### config.mk
export PLATFORM = sky130hd
export DESIGN_NAME = mem_bist_ctrl
export DESIGN_NICKNAME = d
export VERILOG_FILES = /design/src/rtl/mem_bist_pkg.sv /design/src/rtl/mem_bist_pattern.sv /design/src/rtl/mem_bist_ctrl.sv
export SDC_FILE = /design/constraint.sdc
export NUM_CORES = 1
export LEC_CHECK = 0
export CAP_MARGIN = 5
export CELL_PAD_IN_SITES_DETAIL_PLACEMENT = 1
export CELL_PAD_IN_SITES_GLOBAL_PLACEMENT = 1
export CORE_AREA = 4 4 99 101
export CTS_CLUSTER_SIZE = 10
export DETAILED_ROUTE_END_ITERATION = 10
export DIE_AREA = 0 0 103 105
export PLACE_DENSITY = 0.75
export SETUP_SLACK_MARGIN = 0.3
export SYNTH_ARGS = -nofsm -noshare
export SYNTH_HDL_FRONTEND = slang
export SYNTH_SLANG_ARGS = --single-unit
### constraint.sdc
create_clock -name clk_i -period 2.8 [get_ports clk_i]
set_input_delay 0.56 -clock clk_i [delete_from_list [all_inputs] [get_ports clk_i]]
set_output_delay 0.56 -clock clk_i [all_outputs]
set_load 0.01 [all_outputs]
### src/rtl/mem_bist_pkg.sv
// Shared encodings for the memory BIST controller: pattern modes, FSM states
// and the checkerboard base word.
package mem_bist_pkg;

   typedef enum logic [1:0] {
      MODE_WALK1 = 2'd0,
      MODE_WALK0 = 2'd1,
      MODE_ADDR  = 2'd2,
      MODE_CHKR  = 2'd3
   } mode_e;

   typedef enum logic [2:0] {
      IDLE    = 3'd0,
      WRITE   = 3'd1,
      RD_REQ  = 3'd2,
      RD_WAIT = 3'd3,
      DONE    = 3'd4
   } state_e;

   // Alternating bits with LSB=1; sliced down to the memory width (up to 64).
   localparam logic [63:0] CHKR_WORD = {32{2'b01}};

endpackage

### src/rtl/mem_bist_pattern.sv
// Expected data word for a given address and pattern mode; used both to drive
// write data and as the reference for read-back compare.
module mem_bist_pattern
   import mem_bist_pkg::*;
#(
   parameter int WIDTH = 12,
   parameter int ADDR  = 5
) (
   input  logic [ADDR-1:0]  addr,
   input  mode_e            mode,
   output logic [WIDTH-1:0] pattern
);

   logic [WIDTH-1:0] one_hot;
   logic [WIDTH-1:0] chkr;

   always_comb begin
      one_hot = WIDTH'(1) << (32'(addr) % WIDTH);
      chkr    = CHKR_WORD[WIDTH-1:0];
      pattern = '0;
      case (mode)
         MODE_WALK1: pattern = one_hot;
         MODE_WALK0: pattern = ~one_hot;
         MODE_ADDR:  pattern = WIDTH'(addr);
         MODE_CHKR:  pattern = addr[0] ? ~chkr : chkr;
         default:    pattern = '0;
      endcase
   end

endmodule

### src/rtl/mem_bist_ctrl.sv
// Memory BIST engine: writes a pattern to every word, reads each back with a
// fixed one-cycle latency, and reports error count and first failing word.
//
// state   | meaning
// IDLE    | waiting for start after reset
// WRITE   | write request for addr_q outstanding
// RD_REQ  | read request for addr_q outstanding
// RD_WAIT | read data for addr_q arrives; compare
// DONE    | results valid; waiting for a new start
module mem_bist_ctrl
   import mem_bist_pkg::*;
#(
   parameter  int WIDTH = 12,
   parameter  int DEPTH = 32,
   localparam int ADDR  = $clog2(DEPTH)
) (
   input  logic             clk_i,
   input  logic             rst_i,
   input  logic             start_i,
   input  logic [1:0]       mode_i,
   output logic             busy_o,
   output logic             done_o,
   output logic             pass_o,
   output logic [ADDR:0]    err_cnt_o,
   output logic [ADDR-1:0]  fail_addr_o,
   output logic [WIDTH-1:0] fail_data_o,
   output logic             valid_o,
   output logic             wr_rd_o,
   output logic [ADDR-1:0]  addr_o,
   output logic [WIDTH-1:0] wdata_o,
   input  logic [WIDTH-1:0] rdata_i,
   input  logic             ready_i
);

   localparam logic [ADDR-1:0] LAST_ADDR = ADDR'(DEPTH - 1);

   state_e           state_q, state_d;
   mode_e            mode_q;
   logic [ADDR-1:0]  addr_q;
   logic [ADDR:0]    err_cnt_q;
   logic [ADDR-1:0]  fail_addr_q;
   logic [WIDTH-1:0] fail_data_q;
   logic [WIDTH-1:0] pattern;
   logic             start_ok;
   logic             last;

   assign start_ok = ((state_q == IDLE) || (state_q == DONE)) && start_i;
   assign last     = (addr_q == LAST_ADDR);

   mem_bist_pattern #(
      .WIDTH (WIDTH),
      .ADDR  (ADDR)
   ) u_pattern (
      .addr    (addr_q),
      .mode    (mode_q),
      .pattern (pattern)
   );

   always_ff @(posedge clk_i or negedge rst_i) begin
      if (!rst_i) begin
         state_q <= IDLE;
      end else begin
         state_q <= state_d;
      end
   end

   // Outputs decode only from registered state, so reset drops valid_o at once
   // and nothing combinationally follows ready_i or rdata_i.
   always_comb begin
      state_d = state_q;
      busy_o  = 1'b0;
      done_o  = 1'b0;
      valid_o = 1'b0;
      wr_rd_o = 1'b0;
      addr_o  = '0;
      wdata_o = '0;
      case (state_q)
         IDLE: begin
            if (start_i) state_d = WRITE;
         end
         WRITE: begin
            busy_o  = 1'b1;
            valid_o = 1'b1;
            wr_rd_o = 1'b1;
            addr_o  = addr_q;
            wdata_o = pattern;
            if (ready_i && last) state_d = RD_REQ;
         end
         RD_REQ: begin
            busy_o  = 1'b1;
            valid_o = 1'b1;
            addr_o  = addr_q;
            if (ready_i) state_d = RD_WAIT;
         end
         RD_WAIT: begin
            busy_o  = 1'b1;
            state_d = last ? DONE : RD_REQ;
         end
         DONE: begin
            done_o = 1'b1;
            if (start_i) state_d = WRITE;
         end
         default: state_d = IDLE;
      endcase
   end

   always_ff @(posedge clk_i or negedge rst_i) begin
      if (!rst_i) begin
         mode_q      <= MODE_WALK1;
         addr_q      <= '0;
         err_cnt_q   <= '0;
         fail_addr_q <= '0;
         fail_data_q <= '0;
      end else if (start_ok) begin
         mode_q      <= mode_e'(mode_i);
         addr_q      <= '0;
         err_cnt_q   <= '0;
         fail_addr_q <= '0;
         fail_data_q <= '0;
      end else begin
         case (state_q)
            WRITE: begin
               if (ready_i) addr_q <= last ? '0 : addr_q + 1'b1;
            end
            RD_WAIT: begin
               if (rdata_i != pattern) begin
                  err_cnt_q <= err_cnt_q + 1'b1;
                  if (err_cnt_q == '0) begin
                     fail_addr_q <= addr_q;
                     fail_data_q <= rdata_i;
                  end
               end
               if (!last) addr_q <= addr_q + 1'b1;
            end
            default: ;
         endcase
      end
   end

   assign err_cnt_o   = err_cnt_q;
   assign fail_addr_o = fail_addr_q;
   assign fail_data_o = fail_data_q;
   assign pass_o      = done_o && (err_cnt_q == '0);

endmodule

==> impl_summary.md, run 1 <==
GRT
The first global-routing pass estimated 20700 um of wire. The met2 track demand over resource is 40.6%. The number of global-route vias before repair was roughly 3800. The routing usage on met3 is under 10%. The fraction of met1 tracks used by global routing is 32.2%. Entering global routing, the biggest net connects 34 pins. The initial antenna violation count is 0. The global routing usage summed across all routing layers is 24.1%. The total overflow left after global routing is 0. The layer carrying the most global-route usage is met2.

Yosys
In this run, synthesis inferred 0 flip-flops with an integrated enable. The largest area contributor in the netlist is sky130_fd_sc_hd__dfrtp_1. For this run, the leading register cell type out of synthesis is sky130_fd_sc_hd__dfrtp_1. By count the netlist is led by sky130_fd_sc_hd__nand2_1, sky130_fd_sc_hd__dfrtp_1, sky130_fd_sc_hd__o21ai_0. In the post-synthesis netlist, the biggest area contributors are sky130_fd_sc_hd__dfrtp_1, sky130_fd_sc_hd__mux2i_1, sky130_fd_sc_hd__nand2_1, sky130_fd_sc_hd__o21ai_0, sky130_fd_sc_hd__a21oi_1. Sequential cells were found to cover between 20% and 30% of the synthesized design area. After synthesis the netlist holds a flip-flop and latch count of 33. The number of warning messages in the yosys log is 0. The number of different library cells used by synthesis comes to 75. The area share of and/or/nand/nor cells after synthesis is roughly a quarter. The compound-cell area share of the yosys netlist is around 27%.

After synthesis, the mean cell area works out to between 7 and 8 sq um. The dominant combinational cell family by area after synthesis is compound AO/OA/AOI/OAI gates. Of the post-synthesis cell area, the dominant cell type holds 26.8%. Synthesis produced a netlist with a net count of 415. After synthesis the cells add up to between 3000 and 4000 sq um. The mux share of post-synthesis cell area is slightly above 7%. Of all flip-flops after synthesis, the portion carrying an async set or reset was 100%. The XOR/XNOR share of the synthesized area is under 10%.

The share of synthesized cell area in full adder, half adder and majority cells is under 10%. In the post-synthesis netlist, the cell with the most instances is sky130_fd_sc_hd__nand2_1. The number of instances in the synthesized netlist is 391.

Timing
Setup repair after global routing could not meet its margin everywhere. The maximum clock frequency is about 340 MHz. At the pin with the least slew margin, the transition time is between 0.6 and 0.7 ns.

The worst setup margin is -0.177 ns. The worst clock skew on the final layout is approximately 0.0079 ns. The final number of max-transition violations is 0. The total setup violations reported at the end of the flow is 31. The clock period minus final worst setup slack is 2.98 ns.

The part of the cycle the worst path needs is 106%. The normalized max-slew margin is 57.1%. The number of hold-slack violations in the final timing report is 0.

Routing
In this run the remaining antenna-violating nets after routing total 0. The via-per-instance ratio is 5.76. After the first detailed-routing iteration, the DRC count stood at between 150 and 200. The first detailed-routing pass ran for 5 iterations.

Detailed routing inserted a total of around 3700 vias. The routed wire length is ~14000 um. The remaining design rule violation count is 0. Dividing the detail-routed wire length by the instance count gives approximately 22 um.

Layout
Cells with a size suffix above 1 make up a little over a third of the layout. Compared with the post-synthesis result, the final layout area differs by 60.4%. After the flow finishes, the layout carries non-filler instances totaling 635.

The number of diodes added for antenna fixing is 0. The net count reported at finish is around 550.

Floorplanning
The overall die height is around 110 um. The die covers approximately 11000 sq um. The floorplan has 35 rows. Measured along the x axis, the die boundary spans between 100 and 150 um. The starting density of the core is 34.1%.

The total core area is around 9000 sq um. The number of placed I/O pins is 63.

Worst setup path
In this run the critical register-to-register path is launched from addr_q[3]$_DFFE_PN0P_. For the worst setup path, the data arrival time is roughly 2.4 ns. The critical path goes through ha_4 -> and3b_1 -> o211a_1 -> buf_6 -> buf_4 -> o21ai_4 -> o21ai_2 -> or2_4 -> a21oi_2 -> buf_2. The worst setup path is launched from a flop. The dominant delay contributor by cell family on the critical path is compound AO/OA/AOI/OAI gates.

The biggest cell delay along the critical path is 0.43 ns. The slowest stage of the critical path is the sky130_fd_sc_hd__dfrtp_1 cell. The setup check on the worst reg-to-reg path leaves a slack of -0.16 ns. Along the worst path, the maximum fanout reaches 4. The sort of element at the end of the critical path is an output pin. The critical path contains buffers and inverters numbering 3 combined. Data on the critical path is required at its endpoint by 2.24 ns.

The endpoint of the worst register-to-register path is err_cnt_o[4]$_DFFE_PN0P_. The depth of the worst register-to-register path is 11. The category of the most critical setup path is flop to output pin.

Placement
The HPWL reported at the end of detailed placement is between 8000 and 9000 um. In this run the tool buffered the top-level ports with 62 buffer cells. The cell count after placement is 594. The placer's final routability congestion estimate is approximately 0.91.

Run status
The checks that failed: setup timing. The run finished, with violations left.

Power and ir drop
The total power density per cell area is ~1200 nW/um^2. The leakage component of the power is roughly 2.2 nW. The worst voltage drop across the vdd grid is 0.523 mV. The total design power is approximately 0.0057 W.

CTS
The register clock-pin slew on the reported worst setup and hold paths is about 0.07 ns. The clock drives 33 sinks. The clock tree from TritonCTS is done.

In this run the number of H-tree levels came out at 2. No sink is reached through more buffers than the 2 on the longest clock path. The clock latency reported for the late side of the worst-skew pair is about 0.29 ns. The number of buffers created by CTS is 5. Clock tree synthesis selected as its root buffer the cell sky130_fd_sc_hd__clkbuf_8.

Hold path
The path with the worst hold slack has its endpoint at fail_data_o[1]$_DFFE_PN0P_. The worst hold path belongs to the class flop to flop. In this run the most critical hold path is launched from fail_data_o[1]$_DFFE_PN0P_. Counting instances, the worst hold path has a depth of 2.

Flow run
Max-cap violations in this run came to 0.
==> flip-flops by register name, summed over array words and instances, names as in the netlist <==
register / count
addr_q: 5
err_cnt_o: 6
fail_addr_o: 5
fail_data_o: 12
mode_q: 2
state_q: 3
==> metrics by stage <==
step,instance area [sq um],utilization (%),worst slack [ns],hold WS [ns],setup TNS [ns]
finish,4940,54.8,-0.177,0.536,-2.75
detailed placement,4210,46.7,-0.299,0.535,-6.48
global placement,4210,46.7,-0.214,0.517,-4.93
global route,4940,54.8,-0.279,0.570,-6.06
floorplan,3130,-,-0.0153,0.264,-0.147
CTS,4590,50.9,-0.0927,0.545,-0.678
==> final cells by class <==
cell class / instances / area (sq um)
multi-input combinational: 306 / 2380
tap: 111 / 139
sequential: 33 / 830
inverter: 20 / 82.6
fill: 1074 / 4080
timing repair buffer: 157 / 1430
clock buffer: 6 / 72.6
clock inverter: 2 / 10.0
==> power by group <==
part	switching (W)	internal, W	leakage, nW	total [W]
Clock	0.000186	0.000172	0.0450	0.000359
Sequential	0.000209	0.000654	0.440	0.000862
Combinational	0.00229	0.00219	1.71	0.00447
Total	0.00268	0.00301	2.20	0.00570
==> worst register-to-register path, stage by stage (launching register included) <==
cell and delay, ns:
sky130_fd_sc_hd__dfrtp_1 0.43, sky130_fd_sc_hd__ha_4 0.31, sky130_fd_sc_hd__and4bb_4 0.22, sky130_fd_sc_hd__o311a_4 0.41, sky130_fd_sc_hd__a21oi_2 0.15, sky130_fd_sc_hd__o221ai_2 0.12
sky130_fd_sc_hd__a2111oi_4 0.43, sky130_fd_sc_hd__nand4_1 0.20, sky130_fd_sc_hd__buf_4 0.20, sky130_fd_sc_hd__buf_6 0.13, sky130_fd_sc_hd__nand3_2 0.08, sky130_fd_sc_hd__mux2i_1 0.20
==> cells by family after synthesis <==
family | Yosys count
AND/OR/NAND/NOR | 156
multiplexers | 21
buffers and inverters | 52
AO/OA/AOI/OAI | 116
XOR/XNOR | 7
adder cells (fa/ha/maj) | 6
flip-flops | 33
==> cell usage in the layout, fill, tap and decap left out, types with 4 or more instances in the layout <==
cell,instances
sky130_fd_sc_hd__a21oi_1,11
sky130_fd_sc_hd__a21oi_2,13
sky130_fd_sc_hd__and2_1,5
sky130_fd_sc_hd__buf_2,11
sky130_fd_sc_hd__buf_4,72
sky130_fd_sc_hd__buf_6,18
sky130_fd_sc_hd__clkbuf_8,5
sky130_fd_sc_hd__clkdlybuf4s50_1,46
sky130_fd_sc_hd__dfrtp_1,30
sky130_fd_sc_hd__ha_1,5
sky130_fd_sc_hd__inv_1,16
sky130_fd_sc_hd__mux2i_1,16
sky130_fd_sc_hd__nand2_1,42
sky130_fd_sc_hd__nand2b_1,8
sky130_fd_sc_hd__nand3_1,8
sky130_fd_sc_hd__nand3_2,4
sky130_fd_sc_hd__nand4_1,11
sky130_fd_sc_hd__nor2_1,23
sky130_fd_sc_hd__nor2b_1,11
sky130_fd_sc_hd__nor3_1,8
sky130_fd_sc_hd__o211ai_1,4
sky130_fd_sc_hd__o21ai_0,21
sky130_fd_sc_hd__o22a_1,4
sky130_fd_sc_hd__o31ai_1,10
sky130_fd_sc_hd__or2_4,4
sky130_fd_sc_hd__or4_1,4
sky130_fd_sc_hd__xor2_1,5
==> repair_timing <==
action                     in CTS  in global routing
pin swaps                      33                 22
hold buffers                    0                  0
gates cloned                    2                  1
hold endpoints to repair        0                  0
setup buffers                  13                 17
gates resized for setup        97                 49
setup endpoints to repair      37                 44
==> worst max-delay path by stage <==
stage	start	to	slack, ns	cells past startpoint
after detailed placement	rdata_i[5]	fail_data_o[2]$_DFFE_PN0P_	-0.30	10
after global routing	addr_q[3]$_DFFE_PN0P_	err_cnt_o[4]$_DFFE_PN0P_	-0.28	12
after global placement	rdata_i[5]	fail_data_o[1]$_DFFE_PN0P_	-0.21	10
after CTS	addr_q[4]$_DFFE_PN0P_	wdata_o[4]	-0.09	8
after floorplan	addr_q[3]$_DFFE_PN0P_	fail_data_o[0]$_DFFE_PN0P_	-0.02	12
final	addr_q[3]$_DFFE_PN0P_	wdata_o[7]	-0.18	10
==> per-layer routing <==
layer / share of wire [%] / wire length [um]
met1: 42 / 5820
met2: 51 / 6990
met3: 4.3 / 592
met4: 2.8 / 379
met5: 0 / 0
Power figures use the tool's default switching activity.
==> inputs of run 2 (changes only) <==
Settings changed: SETUP_SLACK_MARGIN 0.3 to not set.
==> impl_summary.md, run 2 (synthesis results as in run 1) <==
Run status
The run finished, with violations left. The checks that failed: setup timing.

Layout
The library cell used most frequently in the layout, excluding fill and tap cells, is sky130_fd_sc_hd__buf_4. The final cell count without fillers is 622 (-2.0%). The area of combinational cells with multiple inputs is 2290 sq um (-3.8%).

The sequential cell area is 830 sq um (unchanged). The net count reported at finish was 534 (-2.4%). The final-layout fill cell count was 1073 (-0.093%). The number of diodes added for antenna fixing is 0 (unchanged). The area growth from synthesis to layout is 52.4%. The flip-flop count of the largest register, all copies and words added came to 12 (unchanged). In the layout the commonest cells are sky130_fd_sc_hd__buf_4, sky130_fd_sc_hd__clkdlybuf4s50_1, sky130_fd_sc_hd__nand2_1. The share of layout cells above drive strength 1 came to 30.9% (-5.5 points).

The cell area after layout is 4690 sq um (-5.0%).

Timing
The total setup violations reported at the end of the flow is 30 (-3.2%). The worst clock skew on the final layout is 0.0109 ns (+0.00299 ns). The clock period minus final worst setup slack came to 3.01 ns (+0.0284 ns).

The part of the cycle the worst path needs is 107% (+1.0 points). The maximum clock frequency was 333 MHz (-0.94%). The total negative slack for setup checks is -4.00 ns (-1.24 ns). The number of hold-slack violations in the final timing report is 0 (unchanged).

The worst setup margin is -0.205 ns (-0.0284 ns). The final number of max-transition violations was 0 (unchanged). The normalized max-slew margin was 58.1% (+1.0 points).

The transition time at the pin with the least slew margin is 0.628 ns (-0.0137 ns). Setup repair after global routing could not meet its margin everywhere.

Routing
The via-per-instance ratio was 5.80 (+0.75%). The length of the first detailed-routing pass in iterations is 4 (-1). The count of routing violations after the opening detailed-route iteration is 164 (+7.9%). The post-detailed-route count of antenna-violating nets came to 0 (unchanged). The routed wire length is 12900 um (-6.6%). The remaining design rule violation count is 0 (unchanged). The routed length per instance is 20.7 um (-4.7%). The total number of vias is 3608 (-1.3%).

GRT
The initial antenna violation count is 0 (unchanged). The largest net degree at the start of global routing is 34 (unchanged). The number of global-route vias before repair is 3890 (+3.3%). The global-route wire length before repair is 20400 um (-1.7%). The aggregate global routing overflow is 0 (unchanged). The global routing usage summed across all routing layers is 23.7% (-0.38 points).

Placement
The cell area after placement was 4200 sq um (-0.30%). The placer's final routability congestion estimate was 0.915 (+0.69%). The HPWL reported at the end of detailed placement is 9050 um (+0.68%). The number of buffers added on ports is 62 (unchanged). The cell count after placement is 597 (+0.51%).

Worst setup path
The signal on the critical path passes through ha_4 -> and4bb_4 -> o311ai_4 -> buf_6 -> mux2i_4 -> o211ai_1 -> a2111oi_4 -> nand4_1 -> buf_6 -> nand3_4 -> buf_12 -> mux2i_1. STA classifies the critical path endpoint as a flop. The category of the most critical setup path is flop to flop. The largest fanout on the critical path was 5 (+1). The slowest stage of the critical path belongs to the cell sky130_fd_sc_hd__dfrtp_1. The worst setup path is launched from a flop. The biggest cell delay along the critical path came to 0.43 ns (about the same).

The signal arrival time at the worst endpoint is 3.22 ns (+0.80 ns). The dominant delay contributor by cell family on the critical path is compound AO/OA/AOI/OAI gates. The count of buffering cells on the critical path with inverters included is 3 (unchanged). The required time of the worst setup path was 3.01 ns (+0.77 ns). The cell seen most often among critical-path stages is sky130_fd_sc_hd__buf_6.

Power and ir drop
The sequential group share of total power came to 16.3% (+1.2 points). The combinational power share came to 76.8% (-1.8 points). The total internal power came to 0.00276 W (-8.5%). The switching portion of total power came to 48.2% (+1.1 points). The total power density per cell area is 1130 nW/um^2 (-1.6%).

The leakage component of the power was 2.09 nW (-5.0%). The relative contribution of the clock network to total power was 6.9% (+0.6 points). The net load switching power is 0.00257 W (-4.3%). The worst voltage drop across the vdd grid is 0.551 mV (+5.4%).

Floorplanning
The number of placement rows is 35 (unchanged). The number of placed I/O pins is 63 (unchanged). The horizontal die dimension is 103 um (unchanged). The overall die height was 105 um (unchanged).

The total core area came to 9020 sq um (unchanged). The starting density of the core came to 34.1% (unchanged). The die area was 10800 sq um (unchanged).

Hold path
The class of the worst hold path is flop to flop.

CTS
The number of buffers inserted for hold repair after clock tree synthesis was 0 (unchanged). The root buffer cell is sky130_fd_sc_hd__clkbuf_8. The number of buffers created by CTS was 5 (unchanged). The clock latency reported for the late side of the worst-skew pair is 0.30 ns (about the same).

The H-tree depth reported by CTS is 2 (unchanged). The register clock-pin slew on the reported worst setup and hold paths is 0.08 ns (about the same). The clock sink count is 33 (unchanged). The clock tree from TritonCTS is done. The buffer levels on the longest clock path is 2 (unchanged).

Flow run
The number of maximum-capacitance constraint violations is 0 (unchanged).
==> run 2: cell types whose count changed in the layout (fill, tap and decap cells not counted), sizes merged <==
cell and delta:
clkinvlp -1, clkdlybuf4s15 +1, dlygate4sd2 -1, dlymetal6s2s -1, inv +2, clkdlybuf4s50 +3
clkbuf -1, buf -15
==> run 2: per-stage QoR <==
step	setup WS (ns)	hold slack, ns	util, %	power [W]
finish	-0.205	0.527	52.0	0.00533
global route	-0.343	0.564	52.0	0.00565
CTS	-0.205	0.530	50.2	0.00505
detailed placement	-0.314	0.520	46.6	0.00443
global placement	-0.216	0.516	46.6	0.00433
floorplan	-0.0162	0.264	-	0.00274
==> run 2: path summary, 6_finish.rpt <==
| path | startpoint | to | slack [ns] | depth (start not counted) |
|---|---|---|---|---|
| worst max-delay path | addr_q[4]$_DFFE_PN0P_ | fail_data_o[1]$_DFFE_PN0P_ | -0.21 | 12 |
| worst min-delay path | fail_data_o[6]$_DFFE_PN0P_ | fail_data_o[6]$_DFFE_PN0P_ | 0.53 | 2 |
| worst max register to register | addr_q[4]$_DFFE_PN0P_ | fail_data_o[1]$_DFFE_PN0P_ | -0.21 | 12 |
| worst min register to register | fail_data_o[6]$_DFFE_PN0P_ | fail_data_o[6]$_DFFE_PN0P_ | 0.53 | 2 |
| max in group asynchronous | rst_i | addr_q[2]$_DFFE_PN0P_ | 1.79 | 2 |
| min in group asynchronous | rst_i | fail_addr_o[2]$_DFFE_PN0P_ | 0.67 | 2 |
==> run 2: what timing repair did <==
action	4_1_cts	5_1_grt
pin swaps	28	23
endpoints found under the setup margin	36	36
cloned	2	0
buffers inserted	10	7
resized for setup	79	30
==> run 2: layout make-up <==
class                           instances  share of cell area (%)
Multi-Input combinational cell        306                    48.8
Clock inverter                          3                   0.373
Tap cell                              111                    2.96
Sequential cell                        33                    17.7
Inverter                               20                    1.60
Clock buffer                            5                    1.47
Timing Repair Buffer                  144                    27.1
==> run 2: power groups by stage <==
stage / Sequential [W] / Combinational, W / Clock [W]
5_1_grt: 0.000897 / 0.00436 / 0.000393
3_5_place_dp: 0.000854 / 0.00358 / 0
2_1_floorplan: 0.000837 / 0.00191 / 0
3_3_place_gp: 0.000848 / 0.00348 / 0
6_report: 0.000868 / 0.00409 / 0.000368
4_1_cts: 0.000869 / 0.00380 / 0.000378
==> run 2: worst min-delay path, cell delays in order (launching register included) <==
cell and delay (ns):
sky130_fd_sc_hd__dfrtp_1 0.38, sky130_fd_sc_hd__nand2_1 0.06, sky130_fd_sc_hd__mux2i_1 0.06
==> run 2: metal layers <==
| layer | wire [um] | up-vias | track usage (%) |
|---|---|---|---|
| met1 | 5410 | 1785 | 31.2 |
| met3 | 627 | 28 | 2.74 |
| met5 | 0 | - | 0 |
| met2 | 6520 | 119 | 39.5 |
| li1 | - | 1676 | - |
| met4 | 315 | 0 | 8.51 |
